## src/rtl/imem_pkg.sv

```systemverilog
// Shared definitions for the loadable instruction memory: loader state
// encoding, the NOOP word and the opcodes used by test programs.
package imem_pkg;

  typedef enum logic [1:0] {
    CLEAR = 2'd0,
    LOAD  = 2'd1,
    RUN   = 2'd2
  } state_t;

  localparam logic [31:0] NOOP = 32'h0000_0000;

  localparam logic [5:0] OP_LI   = 6'b111001;
  localparam logic [5:0] OP_LUI  = 6'b111010;
  localparam logic [5:0] OP_ADD  = 6'b010010;
  localparam logic [5:0] OP_ADDI = 6'b110010;
  localparam logic [5:0] OP_SWI  = 6'b111100;
  localparam logic [5:0] OP_LWI  = 6'b111011;
  localparam logic [5:0] OP_BNEZ = 6'b100001;
  localparam logic [5:0] OP_J    = 6'b000001;

  // Assemble an immediate-format word: opcode | rd | rs | imm16.
  function automatic logic [31:0] mk_itype(input logic [5:0]  op,
                                           input logic [4:0]  rd,
                                           input logic [4:0]  rs,
                                           input logic [15:0] imm);
    return {op, rd, rs, imm};
  endfunction

endpackage

```

## src/rtl/imem_addr_check.sv

```systemverilog
// Fetch address translation: PC to word index plus a range/alignment error.
// In byte mode the two low PC bits must be zero and the index is PC >> 2.
// Any PC whose word value reaches DEPTH (including stray upper bits) is bad.
module imem_addr_check #(
  parameter int DATA_WIDTH = 32,
  parameter int DEPTH      = 64,
  parameter int ADDR_WIDTH = $clog2(DEPTH),
  parameter int BYTE_ADDR  = 0
) (
  input  logic [DATA_WIDTH-1:0] pc,
  output logic [ADDR_WIDTH-1:0] index,
  output logic                  err
);

  logic [DATA_WIDTH-1:0] word;
  logic                  misaligned;

  generate
    if (BYTE_ADDR != 0) begin : g_byte
      assign word       = {2'b00, pc[DATA_WIDTH-1:2]};
      assign misaligned = |pc[1:0];
    end else begin : g_word
      assign word       = pc;
      assign misaligned = 1'b0;
    end
  endgenerate

  // Comparing the full-width word catches both index >= DEPTH and any
  // upper bits that would otherwise be truncated away by the index slice.
  assign err   = misaligned | (word >= DATA_WIDTH'(DEPTH));
  assign index = word[ADDR_WIDTH-1:0];

endmodule

```

## src/rtl/imem_loadable.sv

```systemverilog
// Run-time loadable instruction memory. After reset the array is cleared one
// word per cycle, then a host loads program words until LoadDone; in RUN the
// core fetches through a registered, stallable port with one cycle latency.
//
//   state | meaning
//   CLEAR | counter writes zero to every entry, loader inputs ignored
//   LOAD  | host writes words, LoadDone moves to RUN
//   RUN   | fetches served, LoadStart returns to LOAD without clearing
module imem_loadable
  import imem_pkg::*;
#(
  parameter int DATA_WIDTH = 32,
  parameter int DEPTH      = 64,
  parameter int ADDR_WIDTH = $clog2(DEPTH),
  parameter int BYTE_ADDR  = 0
) (
  input  logic                  Clk,
  input  logic                  Rst,
  input  logic [DATA_WIDTH-1:0] PC,
  input  logic                  FetchEn,
  output logic [DATA_WIDTH-1:0] Instruction,
  output logic                  InstrValid,
  output logic                  AddrErr,
  input  logic                  LoadStart,
  input  logic                  LoadValid,
  input  logic [ADDR_WIDTH-1:0] LoadAddr,
  input  logic [DATA_WIDTH-1:0] LoadData,
  input  logic                  LoadDone,
  output logic                  Ready
);

  state_t                state;
  state_t                state_nxt;
  logic [ADDR_WIDTH-1:0] clr_cnt;
  logic                  clr_last;
  logic                  clr_we;
  logic                  load_we;
  logic                  load_in_range;
  logic [ADDR_WIDTH:0]   load_addr_ext;
  logic                  fetch_go;
  logic                  leave_run;
  logic [ADDR_WIDTH-1:0] fetch_idx;
  logic                  fetch_err;
  logic [DATA_WIDTH-1:0] mem [DEPTH];

  imem_addr_check #(
    .DATA_WIDTH (DATA_WIDTH),
    .DEPTH      (DEPTH),
    .ADDR_WIDTH (ADDR_WIDTH),
    .BYTE_ADDR  (BYTE_ADDR)
  ) u_addr_check (
    .pc    (PC),
    .index (fetch_idx),
    .err   (fetch_err)
  );

  assign clr_last = (clr_cnt == ADDR_WIDTH'(DEPTH - 1));

  // One extra bit so the range test stays meaningful when DEPTH is a power
  // of two (then every LoadAddr is in range) and when it is not.
  assign load_addr_ext = {1'b0, LoadAddr};
  assign load_in_range = (load_addr_ext < (ADDR_WIDTH + 1)'(DEPTH));

  // Loader state register.
  always_ff @(posedge Clk or posedge Rst) begin
    if (Rst) begin
      state <= CLEAR;
    end else begin
      state <= state_nxt;
    end
  end

  // Next-state decode; LoadStart is only honoured from RUN.
  always_comb begin
    state_nxt = state;
    case (state)
      CLEAR:   if (clr_last) state_nxt = LOAD;
      LOAD:    if (LoadDone) state_nxt = RUN;
      RUN:     if (LoadStart) state_nxt = LOAD;
      default: state_nxt = CLEAR;
    endcase
  end

  // Per-state strobes: array write source, fetch enable and Ready.
  always_comb begin
    clr_we    = 1'b0;
    load_we   = 1'b0;
    fetch_go  = 1'b0;
    leave_run = 1'b0;
    Ready     = 1'b0;
    case (state)
      CLEAR: clr_we = 1'b1;
      LOAD:  load_we = LoadValid & load_in_range;
      RUN: begin
        Ready     = 1'b1;
        leave_run = LoadStart;
        fetch_go  = FetchEn & ~LoadStart;
      end
      default: ;
    endcase
  end

  // Clear counter walks 0..DEPTH-1 and parks at zero once CLEAR is done.
  always_ff @(posedge Clk or posedge Rst) begin
    if (Rst) begin
      clr_cnt <= '0;
    end else if (clr_we) begin
      clr_cnt <= clr_last ? '0 : clr_cnt + ADDR_WIDTH'(1);
    end
  end

  // Instruction array: single write port, source chosen by state.
  always_ff @(posedge Clk) begin
    if (clr_we) begin
      mem[clr_cnt] <= '0;
    end else if (load_we) begin
      mem[LoadAddr] <= LoadData;
    end
  end

  // Registered fetch port; leaving RUN wipes it, stalls hold it.
  always_ff @(posedge Clk or posedge Rst) begin
    if (Rst) begin
      Instruction <= DATA_WIDTH'(NOOP);
      InstrValid  <= 1'b0;
      AddrErr     <= 1'b0;
    end else if (leave_run) begin
      Instruction <= DATA_WIDTH'(NOOP);
      InstrValid  <= 1'b0;
      AddrErr     <= 1'b0;
    end else if (fetch_go) begin
      Instruction <= fetch_err ? DATA_WIDTH'(NOOP) : mem[fetch_idx];
      InstrValid  <= 1'b1;
      AddrErr     <= fetch_err;
    end
  end

endmodule

```

## config.mk

```make
export PLATFORM = sky130hd
export DESIGN_NAME = imem_loadable
export DESIGN_NICKNAME = d
export VERILOG_FILES = /design/src/rtl/imem_pkg.sv /design/src/rtl/imem_addr_check.sv /design/src/rtl/imem_loadable.sv
export SDC_FILE = /design/constraint.sdc
export NUM_CORES = 2
export LEC_CHECK = 0
export CELL_PAD_IN_SITES_DETAIL_PLACEMENT = 0
export CELL_PAD_IN_SITES_GLOBAL_PLACEMENT = 1
export CORE_UTILIZATION = 55
export CTS_CLUSTER_DIAMETER = 50
export DETAILED_ROUTE_END_ITERATION = 6
export GPL_ROUTABILITY_DRIVEN = 1
export GPL_TIMING_DRIVEN = 1
export HOLD_SLACK_MARGIN = 0.03
export PLACE_DENSITY_LB_ADDON = 0.08
export SYNTH_ARGS = -nofsm -noshare
export SYNTH_HDL_FRONTEND = slang
export SYNTH_SLANG_ARGS = --single-unit
```

## constraint.sdc

```tcl
create_clock -name Clk -period 3.9 [get_ports Clk]
set_clock_uncertainty 0.1 [all_clocks]
set_input_delay 0.78 -clock Clk [delete_from_list [all_inputs] [get_ports Clk]]
set_output_delay 0.78 -clock Clk [all_outputs]
set_load 0.02 [all_outputs]
```

# Word-level counts from Yosys, hierarchy flattened
# Memories as Yosys holds them, arrays and structs flattened.
# Cells that the tools add are included.
dict set report op_classes {
  eq_ne 6
  n_addsub 1
  reduce_logical 4
  n_mux 25
  magnitude_cmp 2
  bitwise 3
}
# operator count
set ops {}
lappend ops {{32-bit two-way mux} 4}
lappend ops {{32-bit by 7-bit greater-or-equal comparator with 1-bit output, second input constant} 1}
lappend ops {{32-bit OR reduction} 1}
lappend ops {{1-bit two-way mux} 15}
lappend ops {{6-bit two-way mux} 2}
lappend ops {{6-bit by 7-bit < comparator with 1-bit output, second input constant} 1}
lappend ops {{6-bit by 1-bit adder with 6-bit output, second input constant} 1}
lappend ops {{6-bit == test, second input constant} 1}
lappend ops {{2-bit two-way mux} 3}
lappend ops {{2-bit inequality test, second input constant} 3}
lappend ops {{2-bit one-hot mux with 3 select lines} 1}
lappend ops {{3-bit AND reduction} 1}
lappend ops {{1-bit AND} 2}
lappend ops {{2-bit by 1-bit == test with 1-bit output, second input constant} 1}
lappend ops {{2-bit == test, second input constant} 1}
lappend ops {{2-bit logical NOT} 1}
lappend ops {{2-bit nonzero test} 1}
lappend ops {{1-bit NOT} 1}
dict set report totals {
  ff_bits 42
  out_inout_bits 35
  word_cells 47
  ramBits 2048
  mem_count 1
}
# name depth word_bits rd rd_ports_with_merged_regs write_ports line_no
set memory_table {}
lappend memory_table {mem 64 32 1 0 1 imem_loadable.sv:44} ;# logic [DATA_WIDTH-1:0] mem [DEPTH];

# Logic depth before layout (Yosys ltp)
dict set report logic_depth {
  word_depth 8
  mapped_depth 10
}

# Hierarchy
# Synthesis repeated with hierarchy kept, for this count alone.
dict set report unflattened {
  cells_unflattened 3471
  area_unflattened_um2 80150.6
}
# module area_each_um2 n_inst cells_each
set modules_own_cells {}
lappend modules_own_cells {imem_loadable 80044.3 1 3456}
lappend modules_own_cells {imem_addr_check 106.4 1 15}

# Worst setup path after synthesis
# Ideal clock, no wire load.
dict set report synth_path {
  path_kind {input to register}
  start {in LoadValid}
  end {mem mem[19][0], enable pin}
  setup_time_ns 0.421
  slack_ns 0.247
  path_stages 7
  arrival_ns 3.132
  required_time_ns 3.379
  path_cell_list {and3b_1 > clkbuf_1 > clkbuf_1 > nand3b_1 > nand2_1 > nand2_1 > nor2_1}
}
dict set report synth_via {
  elab_chain_cells 7
}
# item line_no
set synth_lines {}
lappend synth_lines {{start, declared} imem_loadable.sv:25} ;# input logic LoadValid,
lappend synth_lines {{1-bit AND (*)} imem_loadable.sv:93} ;# LOAD: load_we = LoadValid & load_in_range;
lappend synth_lines {{1-bit two-way mux (*)} imem_loadable.sv:91} ;# case (state)
lappend synth_lines {{1-bit two-way mux (*)} imem_loadable.sv:116} ;# end else if (load_we) begin
lappend synth_lines {{1-bit two-way mux (*)} imem_loadable.sv:114} ;# if (clr_we) begin
lappend synth_lines {{1-bit two-way mux (implied by the code) (*)} imem_loadable.sv:117} ;# mem[LoadAddr] <= LoadData;
lappend synth_lines {{32-bit OR reduction (no line)} -}
lappend synth_lines {{6-bit two-way mux (no line) / 1-bit two-way mux (equally long branches)} -}
lappend synth_lines {{end, declared} imem_loadable.sv:44}
# Mark *: on every way between the ends. The rest lies on a longest branch, timed or not.

# Final worst setup path
dict set report layout_path {
  start {reg state[0]}
  end {out Ready}
}
dict set report layout_via {
  elab_chain_cells 2
}
# item line_no
set layout_lines {}
lappend layout_lines {{start, declared} imem_loadable.sv:32} ;# state_t state;
lappend layout_lines {{start signal, assigned} imem_loadable.sv:69} ;# state <= state_nxt;
lappend layout_lines {{2-bit == test} imem_loadable.sv:91}
lappend layout_lines {{1-bit two-way mux} imem_loadable.sv:91}
lappend layout_lines {{end, declared} imem_loadable.sv:29} ;# output logic Ready
# Every way passes these cells.

==> results_dict.tcl <==
set metrics [dict create \
    cts_tree "done" \
    hold_viol_final 0 \
    grt_pass1_vias 40973 \
    hold_path_class "in -> async" \
    antenna_cells 0 \
    antenna_found_initial 13 \
    drtIter0Drc 5206 \
    crit_required_ns 3.02 \
    slowest_stage "clkdlybuf4s50_1" \
    drt-vias-per-instance 6.480 \
    ir_drop_uv 404.4 \
    syn_to_final_growth_pct 17.18 \
    row_count 140 \
    gp_congestion 0.8462 \
    r2r_cells 6 \
    dp.cells 6165 \
    pwr-share-clk_pct 36.3 \
    rsz0062_at_grt "false" \
    cp_top_family "buffers and inverters" \
    synth_flop_cell "edfxtp_1" \
    placed_cell_area_um2 88620 \
    utilization_pct 65.14 \
    r2r_end "Instruction[8]$_DFFE_PP0P_" \
    hold_slack_ns 0.4491 \
    cts_buffer_depth 3 \
    violations "max-capacitance violations" \
    pwr-share-seq_pct 51.5 \
    timing.rr.start "state[0]$_DFFE_PP0P_" \
    floorplan.initialDensity_pct 55.59 \
    cts_hold_buf 0 \
    die_w_um 386.3 \
    finalCritPeriodShare_pct 89.53 \
    swShare_pct 24.55 \
    ys_types 58 \
    dp.final_hpwl_mm 136.9 \
    path_cells "nand2b_1 > clkinv_1 > clkdlybuf4s50_1" \
    post-place-ws_ns -0.3333 \
    fin_crit_ns 3.492 \
    tightest_slew_ns 1.449 \
    cts_max_level 4 \
    die-area_um2 149200 \
    power_mw 53.10 \
    max_cap_viol_count 1 \
    worst_path_largest_cell_delay_ns 0.67 \
    final_common_cell "edfxtp_1" \
    path_depth 3 \
    synth_warnings 0 \
    end_kind "output port" \
    drt_wl_total_mm 219.7 \
    ant_nets 0 \
    reg2reg_slack_ns 0.49 \
    grt_usage_pct 29.73 \
    report.final.slew_viol_count 0 \
    syn_inst 3998 \
    post_cts.repair.setup_buffers 0 \
    final_cell_area_um2 95160 \
    wl_per_cell_um 33.56 \
    layout-drive-gt1-share_pct 27.07 \
    async_flop_share_pct 2.010 \
    max_freq_ghz 0.2864 \
    synth-edff-count 2048 \
    crit_buf_inv 2 \
    relSlewSlack_pct 0.8739 \
    syn_area_um2 81210 \
    clk_pin_slew_ns 0.07 \
    setup_viol 0 \
    crit_end "Ready" \
    grt_pass1_wl_mm 307.5 \
    syn-num-nets 4075 \
    synth.yosys.seq_area_share_pct 77.02 \
    crit_fanout 13 \
    dr.pass1.iters 6 \
    worstSetupStartpoint "state[0]$_DFFE_PP0P_" \
    post_cts_resized 0 \
    status "finished, violations left" \
    final_cell_mix "2,048 x edfxtp_1, 326 x mux4_2, 289 x mux2i_1, 248 x buf_4, 213 x clkbuf_16" \
    ys_seq_elements 2090 \
    fp.dieH_um 386.3 \
    cts-root-buf "clkbuf_16" \
    avgSynthCellArea_um2 20.31 \
    grt.overflow.total 0 \
    p_leak_nw 30.66 \
    num-fill-cells 9837 \
    insertion_delay_ns 0.81 \
    critPathLaunchType "register" \
    io_buffers 110 \
    post-route-drc-count 0 \
    io_pins 111 \
    nets 4534 \
    final.setup.worst_slack_ns 0.4082 \
    numCtsBuffers 207 \
    final.setup.tns_ns 0 \
    crit_arrival_ns 2.61 \
    pwr-share-comb_pct 12.2 \
    p_per_area_nw_per_um2 558.0 \
    p_sw_mw 13.04 \
    cts.sinks 2090 \
    coreArea_um2 146100 \
    internal_power_mw 40.06 \
    grt_max_degree 65 \
    critical_path_class "reg -> out" \
    fin_cells 6546 \
    via_count 42416 \
]
## Yosys cell counts (51+ instances only)
library cell,number,share of area [%]
a2111oi_0,53,0.57
a211oi_1,51,0.47
a21oi_1,61,0.38
a221oi_1,65,0.70
buf_2,67,0.41
clkbuf_1,119,0.55
edfxtp_1,2048,76
mux2_2,131,1.8
mux2i_1,289,3.6
mux4_2,326,9.0
nand2_1,120,0.55
nor2_1,73,0.34
o22ai_1,77,0.59
## flip-flops by register name, indices dropped and copies added, names as in the netlist
name         flops
mem           2048
clr_cnt          6
InstrValid       1
Instruction     32
AddrErr          1
state            2
## routing by layer
layer  up-vias  track usage [%]  wire (um)
li1      17613                -          -
met4         2            9.186       6486
met1     22496            44.87      91680
met3       265            5.117      19810
met2      2040            44.76     101700
met5         -                0         13
## worst reg2reg max path, cell delays in order, from the launching register on
cell and delay (ns):
dfrtp_1 0.50, nand2b_1 0.25, buf_4 0.29, o21ai_0 0.63, nand3_1 0.13, a2111oi_0 1.24, a211oi_1 0.09
## final cells by class
| class | instances | area [um2] | share of cell area [%] |
|---|---|---|---|
| Sequential cell | 2090 | 62550 | 65.73 |
| Clock inverter | 107 | 929.6 | 0.9769 |
| Clock buffer | 274 | 5609 | 5.894 |
| Timing Repair Buffer | 491 | 5650 | 5.938 |
| Tap cell | 1917 | 2399 | 2.521 |
| Inverter | 32 | 122.6 | 0.1289 |
| Multi-Input combinational cell | 1635 | 17900 | 18.81 |
## worst min-delay path by stage
stage                               startpoint                          end  slack [ns]  cells past startpoint
global route                               Rst  Instruction[28]$_DFFE_PP0P_        0.45                      2
floorplan               clr_cnt[4]$_DFFE_PP0N_       clr_cnt[4]$_DFFE_PP0N_        0.42                      1
global placement    Instruction[3]$_DFFE_PP0P_   Instruction[3]$_DFFE_PP0P_        0.45                      1
detailed placement  Instruction[5]$_DFFE_PP0P_   Instruction[5]$_DFFE_PP0P_        0.44                      1
CTS                                        Rst  Instruction[28]$_DFFE_PP0P_        0.43                      2
finish                                     Rst  Instruction[28]$_DFFE_PP0P_        0.45                      2
## power by group through the flow
stage | Combinational (mW) | Sequential [mW] | Clock, mW
3_5_place_dp | 6.48 | 27.8 | 0
5_1_grt | 6.75 | 27.5 | 20.3
2_1_floorplan | 3.04 | 27.8 | 0
6_report | 6.47 | 27.3 | 19.3
3_3_place_gp | 6.42 | 27.7 | 0
4_1_cts | 6.49 | 27.4 | 19.5
## kinds of logic after synthesis
group / synth area share, %
compound gates: 4.710
xor+xnor: 0.03236
fa+ha+maj: 0.01540
buf+inv: 1.639
flops: 77.02
mux: 14.42
simple gates: 2.165
No activity file was read; power rests on OpenSTA's default activity.
